## config.mk

```make
export PLATFORM = sky130hd
export DESIGN_NAME = usb_tx_packetizer
export DESIGN_NICKNAME = d
export VERILOG_FILES = /design/src/rtl/usb_tx_packetizer.sv
export SDC_FILE = /design/constraint.sdc
export NUM_CORES = 1
export LEC_CHECK = 0
export ABC_AREA = 1
export ABC_CLOCK_PERIOD_IN_PS = 2460
export CORE_MARGIN = 1.5
export CORE_UTILIZATION = 39
export DETAILED_ROUTE_END_ITERATION = 12
export SETUP_SLACK_MARGIN = 0.3
export SYNTH_ARGS = -nofsm -noshare
export SYNTH_HDL_FRONTEND = slang
export SYNTH_SLANG_ARGS = --single-unit
export TNS_END_PERCENT = 30
```

## constraint.sdc

```tcl
create_clock -name clk -period 2.46 [get_ports clk]
set_clock_uncertainty 0.15 [all_clocks]
set_input_delay 0.615 -clock clk [delete_from_list [all_inputs] [get_ports clk]]
set_output_delay 0.615 -clock clk [all_outputs]
set_load 0.1 [all_outputs]
```

## src/rtl/usb_tx_packetizer.sv

```systemverilog
`default_nettype none
// ============================================================================
// usb_tx_packetizer : serializes ACK/NAK/DATAx packets with bit stuffing, NRZI
// Rev 1.0 - initial release
// ============================================================================
module usb_tx_packetizer #(
   parameter int BIT_DIV = 8
) (
   input  logic       clk,
   input  logic       n_rst,
   input  logic       tx_send_good,
   input  logic       tx_send_bad,
   input  logic       tx_transmit,
   input  logic [6:0] tx_len,
   input  logic [7:0] rd_data,
   input  logic       buf_empty,
   output logic       buf_rd,
   output logic       dp,
   output logic       dm,
   output logic       tx_busy,
   output logic       tx_done,
   output logic       tx_err
);

   localparam int                 c_cnt_w     = $clog2(BIT_DIV);
   localparam logic [c_cnt_w-1:0] c_cnt_max   = c_cnt_w'(BIT_DIV - 1);
   localparam logic [7:0]         c_sync      = 8'h80;
   localparam logic [7:0]         c_pid_ack   = 8'hD2;
   localparam logic [7:0]         c_pid_nak   = 8'h5A;
   localparam logic [7:0]         c_pid_data0 = 8'hC3;
   localparam logic [7:0]         c_pid_data1 = 8'h4B;

   typedef enum logic [2:0] {
      ST_IDLE = 3'd0,
      ST_SYNC = 3'd1,
      ST_PID  = 3'd2,
      ST_DATA = 3'd3,
      ST_CRC  = 3'd4,
      ST_EOP  = 3'd5
   } state_t;

   state_t             r_state,   w_state_nxt;
   logic [c_cnt_w-1:0] r_cnt,     w_cnt_nxt;
   logic [15:0]        r_shift,   w_shift_nxt;
   logic [3:0]         r_idx,     w_idx_nxt;
   logic [6:0]         r_left,    w_left_nxt;
   logic [15:0]        r_crc,     w_crc_nxt;
   logic [2:0]         r_ones,    w_ones_nxt;
   logic               r_stuff,   w_stuff_nxt;
   logic               r_line,    w_line_nxt;
   logic               r_se0,     w_se0_nxt;
   logic               r_toggle,  w_toggle_nxt;
   logic               r_is_data, w_is_data_nxt;
   logic               r_abort,   w_abort_nxt;
   logic               r_busy,    w_busy_nxt;
   logic               r_done,    w_done_nxt;
   logic               r_err,     w_err_nxt;
   logic               w_load;
   logic               w_tick, w_stuffable, w_need_stuff, w_payload_bit, w_crc_fb;
   logic [15:0]        w_crc_upd, w_crc_now;
   logic [7:0]         w_pid;
   logic [6:0]         w_len_clamped;

   assign w_tick        = (r_cnt == c_cnt_max);
   assign w_stuffable   = (r_state == ST_PID) || (r_state == ST_DATA) || (r_state == ST_CRC);
   assign w_need_stuff  = w_stuffable && !r_stuff && r_shift[0] && (r_ones == 3'd5);
   assign w_payload_bit = (r_state == ST_DATA) && !r_stuff;
   assign w_crc_fb      = r_crc[15] ^ r_shift[0];
   assign w_crc_upd     = {r_crc[14:0], 1'b0} ^ (w_crc_fb ? 16'h8005 : 16'h0000);
   // CRC field may load on the same tick that folds in the last payload bit
   assign w_crc_now     = w_payload_bit ? w_crc_upd : r_crc;
   assign w_len_clamped = (tx_len > 7'd64) ? 7'd64 : tx_len;
   assign w_pid         = tx_send_bad  ? c_pid_nak :
                          tx_send_good ? c_pid_ack :
                          r_toggle     ? c_pid_data1 : c_pid_data0;

   always_ff @(posedge clk) begin
      if (!n_rst) begin
         r_state   <= ST_IDLE;
         r_cnt     <= '0;
         r_shift   <= '0;
         r_idx     <= '0;
         r_left    <= '0;
         r_crc     <= 16'hFFFF;
         r_ones    <= '0;
         r_stuff   <= 1'b0;
         r_line    <= 1'b1;
         r_se0     <= 1'b0;
         r_toggle  <= 1'b0;
         r_is_data <= 1'b0;
         r_abort   <= 1'b0;
         r_busy    <= 1'b0;
         r_done    <= 1'b0;
         r_err     <= 1'b0;
      end else begin
         r_state   <= w_state_nxt;
         r_cnt     <= w_cnt_nxt;
         r_shift   <= w_shift_nxt;
         r_idx     <= w_idx_nxt;
         r_left    <= w_left_nxt;
         r_crc     <= w_crc_nxt;
         r_ones    <= w_ones_nxt;
         r_stuff   <= w_stuff_nxt;
         r_line    <= w_line_nxt;
         r_se0     <= w_se0_nxt;
         r_toggle  <= w_toggle_nxt;
         r_is_data <= w_is_data_nxt;
         r_abort   <= w_abort_nxt;
         r_busy    <= w_busy_nxt;
         r_done    <= w_done_nxt;
         r_err     <= w_err_nxt;
      end
   end

   always_comb begin
      w_state_nxt   = r_state;
      w_cnt_nxt     = r_cnt;
      w_shift_nxt   = r_shift;
      w_idx_nxt     = r_idx;
      w_left_nxt    = r_left;
      w_crc_nxt     = r_crc;
      w_ones_nxt    = r_ones;
      w_stuff_nxt   = r_stuff;
      w_line_nxt    = r_line;
      w_se0_nxt     = r_se0;
      w_toggle_nxt  = r_toggle;
      w_is_data_nxt = r_is_data;
      w_abort_nxt   = r_abort;
      w_busy_nxt    = r_busy;
      w_done_nxt    = 1'b0;
      w_err_nxt     = 1'b0;
      w_load        = 1'b0;
      case (r_state)
         ST_IDLE: begin
            w_cnt_nxt = '0;
            if (tx_send_bad || tx_send_good || tx_transmit) begin
               w_state_nxt   = ST_SYNC;
               w_busy_nxt    = 1'b1;
               w_shift_nxt   = {w_pid, c_sync};
               w_idx_nxt     = '0;
               w_ones_nxt    = '0;
               w_stuff_nxt   = 1'b0;
               w_se0_nxt     = 1'b0;
               w_abort_nxt   = 1'b0;
               w_crc_nxt     = 16'hFFFF;
               w_is_data_nxt = !tx_send_bad && !tx_send_good;
               w_left_nxt    = w_len_clamped;
               w_line_nxt    = ~r_line;
            end
         end
         default: begin
            w_cnt_nxt = w_tick ? '0 : r_cnt + 1'b1;
            if (w_tick) begin
               if (r_state != ST_EOP && !r_stuff) begin
                  w_ones_nxt = r_shift[0] ? r_ones + 3'd1 : 3'd0;
                  if (w_payload_bit)
                     w_crc_nxt = w_crc_upd;
               end
               if (w_need_stuff) begin
                  // field progress is frozen for one bit time while the stuffed 0 goes out
                  w_stuff_nxt = 1'b1;
                  w_line_nxt  = ~r_line;
               end else begin
                  w_stuff_nxt = 1'b0;
                  if (r_stuff)
                     w_ones_nxt = '0;
                  w_shift_nxt = r_shift >> 1;
                  w_idx_nxt   = r_idx + 4'd1;
                  case (r_state)
                     ST_SYNC: begin
                        if (r_idx == 4'd7) begin
                           w_state_nxt = ST_PID;
                           w_idx_nxt   = '0;
                        end
                     end
                     ST_PID, ST_DATA: begin
                        if (r_idx == 4'd7) begin
                           w_idx_nxt = '0;
                           if (r_state == ST_PID && !r_is_data) begin
                              w_state_nxt = ST_EOP;
                              w_se0_nxt   = 1'b1;
                           end else if (r_left == '0) begin
                              w_state_nxt = ST_CRC;
                              w_shift_nxt = ~w_crc_now;
                           end else if (buf_empty) begin
                              w_state_nxt = ST_EOP;
                              w_se0_nxt   = 1'b1;
                              w_abort_nxt = 1'b1;
                           end else begin
                              w_state_nxt = ST_DATA;
                              w_shift_nxt = {8'h00, rd_data};
                              w_load      = 1'b1;
                              w_left_nxt  = r_left - 7'd1;
                           end
                        end
                     end
                     ST_CRC: begin
                        if (r_idx == 4'd15) begin
                           w_state_nxt = ST_EOP;
                           w_se0_nxt   = 1'b1;
                           w_idx_nxt   = '0;
                        end
                     end
                     ST_EOP: begin
                        if (r_idx == 4'd1) begin
                           w_se0_nxt  = 1'b0;
                           w_line_nxt = 1'b1;
                        end else if (r_idx == 4'd2) begin
                           w_state_nxt = ST_IDLE;
                           w_idx_nxt   = '0;
                           w_busy_nxt  = 1'b0;
                           w_done_nxt  = !r_abort;
                           w_err_nxt   = r_abort;
                           if (r_is_data && !r_abort)
                              w_toggle_nxt = ~r_toggle;
                        end
                     end
                     default: ;
                  endcase
                  if (w_state_nxt != ST_EOP && w_state_nxt != ST_IDLE)
                     w_line_nxt = w_shift_nxt[0] ? r_line : ~r_line;
               end
            end
         end
      endcase
   end

   assign buf_rd  = w_load && n_rst;
   assign dp      = r_line && !r_se0;
   assign dm      = !r_line && !r_se0;
   assign tx_busy = r_busy;
   assign tx_done = r_done;
   assign tx_err  = r_err;

endmodule
`default_nettype wire

```

# Word-level counts from Yosys, hierarchy flattened
# Cells that the tools add are included.
totals:
  mem_bits_ro: 0
  latchBits: 0
  output_inout_bits: 6
  n_memories: 0
  ram_bits: 0
  regBits: 61
  inputBits: 21
op_classes:
  eq_ne: 25
  addsub: 4
  n_bitwise: 12
  n_shift: 0
  order_cmp: 1
  muxes: 106
  n_mul: 0
  div_mod_pow: 0
  n_reduce_logical: 50
op_table:
  columns: ["cell", "count"]
  rows:
  - ["two-way mux 16 bit", 17]
  - ["two-way mux 7 bit", 10]
  - ["two-way mux 3 bit", 22]
  - ["two-way mux 1 bit", 42]
  - ["two-way mux 4 bit", 8]
  - ["two-way mux 8 bit", 3]
  - ["NOT 16 bit", 1]
  - ["AND reduction 8 bit", 2]
  - ["bitwise XOR 16 bit", 1]
  - ["two-way mux 15 bit", 1]
  - ["nonzero test 2 bit", 7]
  - ["equality test 3 bit, second input constant", 4]
  - ["logical AND 1 bit", 12]
  - ["inequality test 3 bit, second input constant", 4]
  - ["inequality test 4 bit, second input constant", 3]
  - ["one-hot mux 3 bit (4 select lines)", 1]
  - ["one-hot mux 4 bit (3 select lines)", 1]
  - ["nonzero test 4 bit", 3]
  - ["inequality test 2 x 1 -> 1 bit, second input constant", 5]
  - ["NOT 1 bit", 9]
  - ["AND reduction 9 bit", 1]
  - ["> comparator 7 bit, second input constant", 1]
  - ["zero test 1 bit", 7]
  - ["zero test 7 bit", 1]
  - ["other kinds (24)", 32]

# Logic depth before layout (Yosys ltp)
# Gate-level depths: netlist of run 1.
logic_depth:
  ltp_word: 17
  mapped_depth: 16
  depth_no_buf: 16

# Worst setup path after synthesis of run 1
# OpenSTA, ideal clock, no wires.
synth_timing:
  kind: "reg2out"
  from: "register r_state[2]"
  to: "output buf_rd"
  path_stages_with_launch: 11
  slack_ns: -0.912
  arrival_time_ns: 2.607
  path_cell_list: "dfxtp_1 > inv_2 > nand2_2 > inv_2 > o21ai_2 > nand2_1 > inv_2 > nand2_2 > nor2_2 > inv_2 > nor2_1"
synth_between:
  elab_chain_len: 10
synth_rtl:
  columns: ["item", "line_no", "source"]
  rows:
  - ["start, declared", "42", "state_t r_state, w_state_nxt;"]
  - ["start signal, assigned", "96", "r_state <= w_state_nxt;"]
  - ["parallel branches: the longest is 8 deep, another holds equality test 3 x 2 -> 1 bit", null, null]
  - ["two-way mux 1 bit *", "133", "case (r_state)"]
  - ["logical AND 1 bit *", "228", "assign buf_rd = w_load && n_rst;"]
  - ["end, declared", "17", "output logic buf_rd,"]
# Every way passes the cells marked *.

# Worst setup path in the final report of run 1
layout_timing:
  from: "register r_state[1]"
  to: "output buf_rd"
# Same word-level chain as after synthesis.

==> implementation parameters, run 1 <==
Parameter                              Value

Worst setup path
  Required time at the endpoint of the critical path    1690 ps
  Cell breakdown of the critical path    buf_6, nand2_4, inv_4, o21ai_4, nand2_2, inv_2, nand2_4, nor2_4, inv_2, nor2_4, buf_12
  Critical Path Max Stage Delay    350 ps
  CP bufs+invs    5
  Worst setup path class    register to output pin
  Top fanout value on the critical path    3
  Crit end category    output pin
  Kind of cell adding the most delay to the critical path    buffers and inverters
  Slowest stage cell, crit path    sky130_fd_sc_hd__dfxtp_4
  Data arrival time of the critical path    1820 ps
  Kind of launch point of the worst setup path    register

Detailed routing
  Remaining antenna violation count after routing    0
  Vias after detailed routing    3843
  Detailed Route WL    11.1 mm
  Violation count after the first detailed-routing iteration    187
  First-pass iteration count of the detailed router    5
  Detailed-route DRC error count    0
  Uppermost metal layer occupied by signal nets    met4
  Met2 Wirelength    5.31 mm
  Number of vias per cell after detailed routing    5.34
  Wl on met1    5.01 mm
  Sum of met3 wire segment lengths after detailed routing    590 µm
  Average detailed-routed wire length per instance    15.4 µm

STA
  Final count of pins violating max slew    0
  Shortest clock period the worst path allows after layout    2580 ps
  Setup violators final    1
  Post-route worst hold slack    261 ps
  Worst slew margin relative to its limit    73.3%
  Worst path setup slack after routing    -124 ps
  Final hold violation count    0
  Transition at the pin with the smallest max-transition slack    400 ps
  Timing-limited maximum frequency    0.387 GHz
  RSZ-0062 raised after global routing    true
  Portion of the clock cycle consumed by the worst path in the final layout    105%

Place
  Post-DP HPWL    7.46 mm
  RePlAce Congestion    0.915
  Number of cells in the design after placement    659
  Setup WS pre-CTS    -160 ps
  Number of input and output port buffers inserted    26
  Cell area after placement    4130 µm²

Pwr
  Static leakage power    2.20 nW
  Power density relative to cell area    563 nW/µm²
  Switching fraction of total power    32.8%
  Part of the power in the clock network    36.6%
  Comb power frac    25.8%
  Maximum resistive drop on vdd    302 µV
  Internal power summed over all cells    1.92 mW
  Switch Pwr    0.937 mW
  Reg power frac    37.6%
  Total power of the final layout    2.85 mW

Yosys
  Total of flip-flops plus latches after synthesis    61
  Post-synth top area cell    sky130_fd_sc_hd__dfxtp_1
  Number of enable-type register cells in the synthesized netlist    0
  Synth Area per Inst    6.90 µm²
  Share of synthesized flip-flops with an asynchronous set or reset    0%
  Main area contributors after synthesis    sky130_fd_sc_hd__dfxtp_1 (35%), sky130_fd_sc_hd__nand2_1 (9.9%), sky130_fd_sc_hd__o21ai_0 (7.5%), sky130_fd_sc_hd__inv_1 (6.9%), sky130_fd_sc_hd__a21oi_1 (4.9%)
  Cell with the most instances after synthesis    sky130_fd_sc_hd__nand2_1
  Number of nets produced by synthesis    531
  Yosys synthesis warning count    0
  Commonest register cell after synthesis    sky130_fd_sc_hd__dfxtp_1
  Most instantiated cells after synthesis    sky130_fd_sc_hd__nand2_1 (91), sky130_fd_sc_hd__inv_1 (64), sky130_fd_sc_hd__dfxtp_1 (61)
  Sequential cell area fraction in the yosys report    35.3%
  Share of the synthesized area in the top cell type    35.3%
  Synthesized instance count    502
  Post-synthesis cell type count    46
  Total standard cell area after synthesis    3460 µm²

Finish
  Layout area overhead    46.4%
  Number of nets in the layout    635
  Post-layout instance area    5070 µm²
  Final cell count without fillers    720
  Fraction of layout cells with a size suffix above 1    32.4%
  Count of filler cells inserted in the layout    832

Clock network
  Deepest level of the CTS H-tree    3
  Buffer depth of the longest clock path    2
  Number of buffers inserted for hold repair after clock tree synthesis    0
  Clock input transition at the sequential cells of the worst setup and hold paths    70 ps
  Clk sinks    61
  Clock tree from TritonCTS    done
  Number of buffers created by CTS    9
  Root buffer cell    sky130_fd_sc_hd__clkbuf_8
  Worst-skew pair later-pin latency    360 ps

Global routing
  Maximum number of pins on one net before global-route repair    36
  Total grt overflow    0
  Total routing usage reported by global routing    23.1%
  Number of global-route vias before repair    3622
  Antenna violations before repair    0
  Wire length of the first global-routing pass    17.5 mm

Flow run
  Max-Cap Viols    0

Die
  Chip Height    97.2 µm
  Placement row count    34
  Core box area    8680 µm²
  DIE AREA    9450 µm²
  Total I/O pin count    27
  Die extent in x    97.2 µm
  Initial Utilization    39.9%

Run status
  Violations in the final reports    setup timing
  Outcome    finished, violations left

Worst hold path
  Path type of the worst min-delay path    register to register
## power by group through the flow
stage	Combinational, mW	Clock [mW]	Sequential [mW]
6_report	0.736	1.04	1.07
4_1_cts	0.615	1.04	1.07
5_1_grt	0.792	1.10	1.08
3_5_place_dp	0.570	0	1.09
3_3_place_gp	0.562	0	1.09
2_1_floorplan	0.373	0	1.10
## sequential cells by signal (all words and copies together) (netlist names)
register   cells
tx_busy        1
r_left         7
tx_done        1
r_abort        1
r_cnt          3
r_state        3
r_is_data      1
tx_err         1
r_ones         3
r_idx          4
r_line         1
r_crc         16
r_toggle       1
r_shift       16
r_stuff        1
r_se0          1
## path summary, 6_finish.rpt
check / start / cells past startpoint / slack, ps / endpoint
max: r_state[1]$_SDFFE_PN0P_ / 11 / -120 / buf_rd
min: r_abort$_SDFFE_PN0P_ / 1 / 260 / tx_done$_SDFF_PP0_
max reg2reg: r_state[1]$_SDFFE_PN0P_ / 16 / 110 / r_line$_SDFFE_PN1P_
min reg2reg: r_abort$_SDFFE_PN0P_ / 1 / 260 / tx_done$_SDFF_PP0_
## stage by stage
step	setup TNS (ps)	util, %
after floorplan	0	-
after global placement	-1890	47.6
after detailed placement	-2540	47.6
after CTS	-116	53.3
after global routing	-224	58.4
final	-124	58.4
## worst reg2reg max path: stages (launching register included)
cell,delay (ps)
sky130_fd_sc_hd__dfxtp_4,360
sky130_fd_sc_hd__buf_6,100
sky130_fd_sc_hd__nand2_4,60
sky130_fd_sc_hd__buf_4,130
sky130_fd_sc_hd__buf_6,110
sky130_fd_sc_hd__buf_6,120
sky130_fd_sc_hd__nor3_4,240
sky130_fd_sc_hd__inv_4,90
sky130_fd_sc_hd__nand2_2,80
sky130_fd_sc_hd__o21ai_2,70
sky130_fd_sc_hd__or2_0,220
sky130_fd_sc_hd__nand3b_1,180
sky130_fd_sc_hd__nand2_1,70
sky130_fd_sc_hd__nand2_1,80
sky130_fd_sc_hd__nand2_1,50
sky130_fd_sc_hd__nand2_1,50
sky130_fd_sc_hd__nand3_1,70
## logic make-up after synthesis
kind of cell / Yosys count / share of synthesized area [%]
simple gates: 198 / 26.0
fa+ha+maj: 8 / 2.89
xor+xnor: 7 / 1.77
mux: 5 / 1.45
compound gates: 134 / 22.3
buf+inv: 89 / 10.3
flops: 61 / 35.3
## per-layer routing
layer	vias up	global-route usage [%]
li1	1898	-
met1	1815	29.5
met2	107	37.3
met3	23	4.39
met4	0	11.3
met5	-	0
## layout make-up
type | count | area (µm²) | area share [%]
Antenna cell | 1 | 2.50 | 0.0494
Clock buffer | 12 | 176 | 3.48
Clock inverter | 4 | 51.3 | 1.01
Inverter | 76 | 319 | 6.29
Multi-Input combinational cell | 352 | 2200 | 43.5
Sequential cell | 61 | 1230 | 24.4
Tap cell | 108 | 135 | 2.67
Timing Repair Buffer | 105 | 937 | 18.5
Timing Repair inverter | 1 | 8.76 | 0.173
## placed cells by master (no fill, tap or decap), types with 3 or more instances in the layout
master / count
sky130_fd_sc_hd__nand4_1: 5
sky130_fd_sc_hd__clkdlybuf4s50_1: 18
sky130_fd_sc_hd__dfxtp_1: 54
sky130_fd_sc_hd__o221ai_1: 5
sky130_fd_sc_hd__clkbuf_8: 11
sky130_fd_sc_hd__nor2_4: 8
sky130_fd_sc_hd__a211oi_1: 3
sky130_fd_sc_hd__o21ai_1: 10
sky130_fd_sc_hd__xnor2_1: 3
sky130_fd_sc_hd__o21ai_2: 20
sky130_fd_sc_hd__inv_1: 56
sky130_fd_sc_hd__buf_6: 13
sky130_fd_sc_hd__buf_12: 3
sky130_fd_sc_hd__inv_6: 3
sky130_fd_sc_hd__nand2_1: 85
sky130_fd_sc_hd__inv_4: 4
sky130_fd_sc_hd__o211ai_1: 5
sky130_fd_sc_hd__nor2_2: 5
sky130_fd_sc_hd__nand3_1: 29
sky130_fd_sc_hd__nand3_2: 5
sky130_fd_sc_hd__buf_4: 68
sky130_fd_sc_hd__mux2i_1: 3
sky130_fd_sc_hd__dfxtp_2: 5
sky130_fd_sc_hd__nor3_1: 6
sky130_fd_sc_hd__xor2_1: 4
sky130_fd_sc_hd__ha_1: 5
sky130_fd_sc_hd__o21ai_0: 33
sky130_fd_sc_hd__nand2_2: 6
sky130_fd_sc_hd__nor2_1: 36
sky130_fd_sc_hd__a21oi_1: 32
sky130_fd_sc_hd__nor3_4: 4
sky130_fd_sc_hd__o21ai_4: 3
sky130_fd_sc_hd__inv_2: 12
sky130_fd_sc_hd__o22ai_1: 7
sky130_fd_sc_hd__nand2_4: 4
## what timing repair did
| item | in CTS | in global routing |
|---|---|---|
| buffers inserted | 23 | 19 |
| endpoints found under the setup margin | 33 | 51 |
| pin swaps | 10 | 35 |
| gates resized for setup | 27 | 90 |
| cloned | 0 | 2 |
No activity file was read; power rests on OpenSTA's default activity.
==> run 2: changes to the inputs <==
- ABC_CLOCK_PERIOD_IN_PS: 2460 -> not set
==> results of run 2 <==
Final layout, timing and power as in run 1 (identical DEF).
==> run 3: changes to the inputs <==
- clock period: 2.46 -> 3 ns (I/O delays scaled with it)
==> implementation parameters, run 3 (same netlist as run 1, synthesis figures left out) <==
Parameter                              Value

Flow run
  Max-Cap Viols    0

Global routing
  Wire length of the first global-routing pass    17.0 mm
  Number of global-route vias before repair    3574
  Maximum number of pins on one net before global-route repair    36
  Antenna violations before repair    0
  Total grt overflow    0
  Total routing usage reported by global routing    22.2%

Clock network
  Number of buffers created by CTS    9
  Buffer depth of the longest clock path    2
  Clock tree from TritonCTS    done
  Deepest level of the CTS H-tree    3
  Root buffer cell    sky130_fd_sc_hd__clkbuf_8
  Clk sinks    61
  Clock input transition at the sequential cells of the worst setup and hold paths    70 ps
  Worst-skew pair later-pin latency    340 ps
  Number of buffers inserted for hold repair after clock tree synthesis    0

Finish
  Most frequent standard cell in the layout excluding fill and tap cells    sky130_fd_sc_hd__nand2_1
  Number of nets in the layout    610
  Count of filler cells inserted in the layout    861
  Count of inserted antenna diode cells    0
  Commonest cells after routing, fill and taps aside    sky130_fd_sc_hd__nand2_1 (85), sky130_fd_sc_hd__inv_1 (56), sky130_fd_sc_hd__buf_4 (54), sky130_fd_sc_hd__dfxtp_1 (54), sky130_fd_sc_hd__o21ai_0 (52)
  Fraction of layout cells with a size suffix above 1    23.6%
  Multi-input gate area    2020 µm²
  Largest registers    r_crc x16, r_shift x16, r_left x7
  Layout area overhead    32.4%
  Final cell count without fillers    693
  Area occupied by registers    1240 µm²

Detailed routing
  Detailed-route DRC error count    0
  Detailed Route WL    10.5 mm
  Average detailed-routed wire length per instance    15.1 µm
  Number of vias per cell after detailed routing    5.27
  Remaining antenna violation count after routing    0
  First-pass iteration count of the detailed router    5
  Violation count after the first detailed-routing iteration    236
  Vias after detailed routing    3649

Worst setup path
  Worst setup path class    register to register
  Kind of launch point of the worst setup path    register
  Required time at the endpoint of the critical path    3070 ps
  Number of cells traversed by the worst register-to-register path    20
  Capture instance of the worst register-to-register path    r_line$_SDFFE_PN1P_
  Worst R2R Setup Slack    270 ps
  Source of the worst register-to-register timing path    r_state[1]$_SDFFE_PN0P_
  Top fanout value on the critical path    13
  Crit end category    register
  Data arrival time of the critical path    2790 ps

STA
  Final count of pins violating max slew    0
  Aggregate negative setup slack    0 ps
  Worst slew margin relative to its limit    73.1%
  Shortest clock period the worst path allows after layout    2730 ps
  RSZ-0062 raised after global routing    true
  Worst path setup slack after routing    274 ps
  Portion of the clock cycle consumed by the worst path in the final layout    90.9%
  Transition at the pin with the smallest max-transition slack    402 ps
  Setup violators final    0
  Timing-limited maximum frequency    0.367 GHz
  Final hold violation count    0

Die
  Placement row count    34
  DIE AREA    9450 µm²
  Chip Height    97.2 µm
  Die extent in x    97.2 µm
  Core box area    8680 µm²
  Total I/O pin count    27
  Initial Utilization    39.9%

Place
  RePlAce Congestion    0.907
  Number of input and output port buffers inserted    26
  Number of cells in the design after placement    643
  Setup WS pre-CTS    144 ps
  Post-DP HPWL    7.24 mm

Pwr
  Power density relative to cell area    468 nW/µm²
  Static leakage power    1.99 nW
  Maximum resistive drop on vdd    288 µV

Worst hold path
  Min-Delay Path Depth    1
  Endpoint of the worst hold path    tx_done$_SDFF_PP0_
  Hold Path Origin    r_abort$_SDFFE_PN0P_
  Path type of the worst min-delay path    register to register

Run status
  Outcome    complete, no violations
run 3: cell count changes in the layout (fill, tap and decap cells not counted), sizes merged:
cell,previous run,this run
buf,85,61
clkbuf,12,11
diode,1,0
dlygate4sd2,0,1
dlymetal6s2s,2,1
inv,75,74
run 3: repair_timing:
action	4_1_cts	5_1_grt
pin swaps	9	9
setup endpoints to repair	1	3
resized for setup	27	29
hold endpoints to repair	0	0
setup buffers	29	6
run 3: how the worst max path moves through the flow:
stage,start,to,cells after the start
finish,r_state[1]$_SDFFE_PN0P_,r_line$_SDFFE_PN1P_,20
detailed placement,tx_send_bad,r_shift[11]$_SDFFE_PN0P_,10
floorplan,r_state[2]$_SDFFE_PN0P_,buf_rd,10
global placement,buf_empty,buf_rd,7
global route,r_state[1]$_SDFFE_PN0P_,r_line$_SDFFE_PN1P_,21
CTS,r_idx[0]$_SDFFE_PN0P_,buf_rd,10
run 3: critical path, stage by stage (launching register included):
cell and delay [ps]:
sky130_fd_sc_hd__dfxtp_4 380, sky130_fd_sc_hd__buf_4 110, sky130_fd_sc_hd__nor2_2 50, sky130_fd_sc_hd__nand2_4 170
sky130_fd_sc_hd__nand2_2 110, sky130_fd_sc_hd__buf_6 120, sky130_fd_sc_hd__buf_6 100, sky130_fd_sc_hd__buf_4 120
sky130_fd_sc_hd__buf_4 120, sky130_fd_sc_hd__buf_4 120, sky130_fd_sc_hd__buf_4 130, sky130_fd_sc_hd__buf_6 110
sky130_fd_sc_hd__buf_6 100, sky130_fd_sc_hd__buf_6 100, sky130_fd_sc_hd__buf_6 110, sky130_fd_sc_hd__nor2_4 90
sky130_fd_sc_hd__nand4_1 120, sky130_fd_sc_hd__nand2_1 120, sky130_fd_sc_hd__inv_2 50, sky130_fd_sc_hd__nand3_2 50
sky130_fd_sc_hd__nand3_1 50
run 3: where the power goes:
group          leakage, nW  switching (mW)  internal, mW
clock                0.101           0.326         0.421
combinational         1.39           0.327         0.188
sequential           0.502          0.0330         0.848
total                 1.99           0.686          1.46
run 3: metal layers:
metal | part of all wire (%) | wire, µm | vias to the layer above | global-route usage (%)
met5 | 0 | 0 | - | 0
met2 | 47 | 4970 | 111 | 36.5
li1 | - | - | 1832 | -
met4 | 2.1 | 223 | 0 | 9.23
met1 | 45 | 4740 | 1686 | 29.3
met3 | 5.2 | 544 | 20 | 3.09
run 3: final cells by class:
type                    instances  share of cell area (%)
clock buffers                  11                    3.30
flip-flops and latches         61                    27.0
multi-input cells             352                    44.0
repair buffers                 81                    15.2
well taps                     108                    2.95
clock inverters                 4                    1.04
inverters                      76                    6.58
run 3: through the flow:
step | util, % | total power, mW | cell area (µm²) | hold slack, ps
after floorplan | - | 1.20 | 3480 | 242
after global placement | 45.5 | 1.34 | 3950 | 258
after detailed placement | 45.5 | 1.34 | 3950 | 260
after CTS | 51.2 | 2.12 | 4440 | 272
after global routing | 52.8 | 2.24 | 4580 | 285
final | 52.8 | 2.14 | 4580 | 271
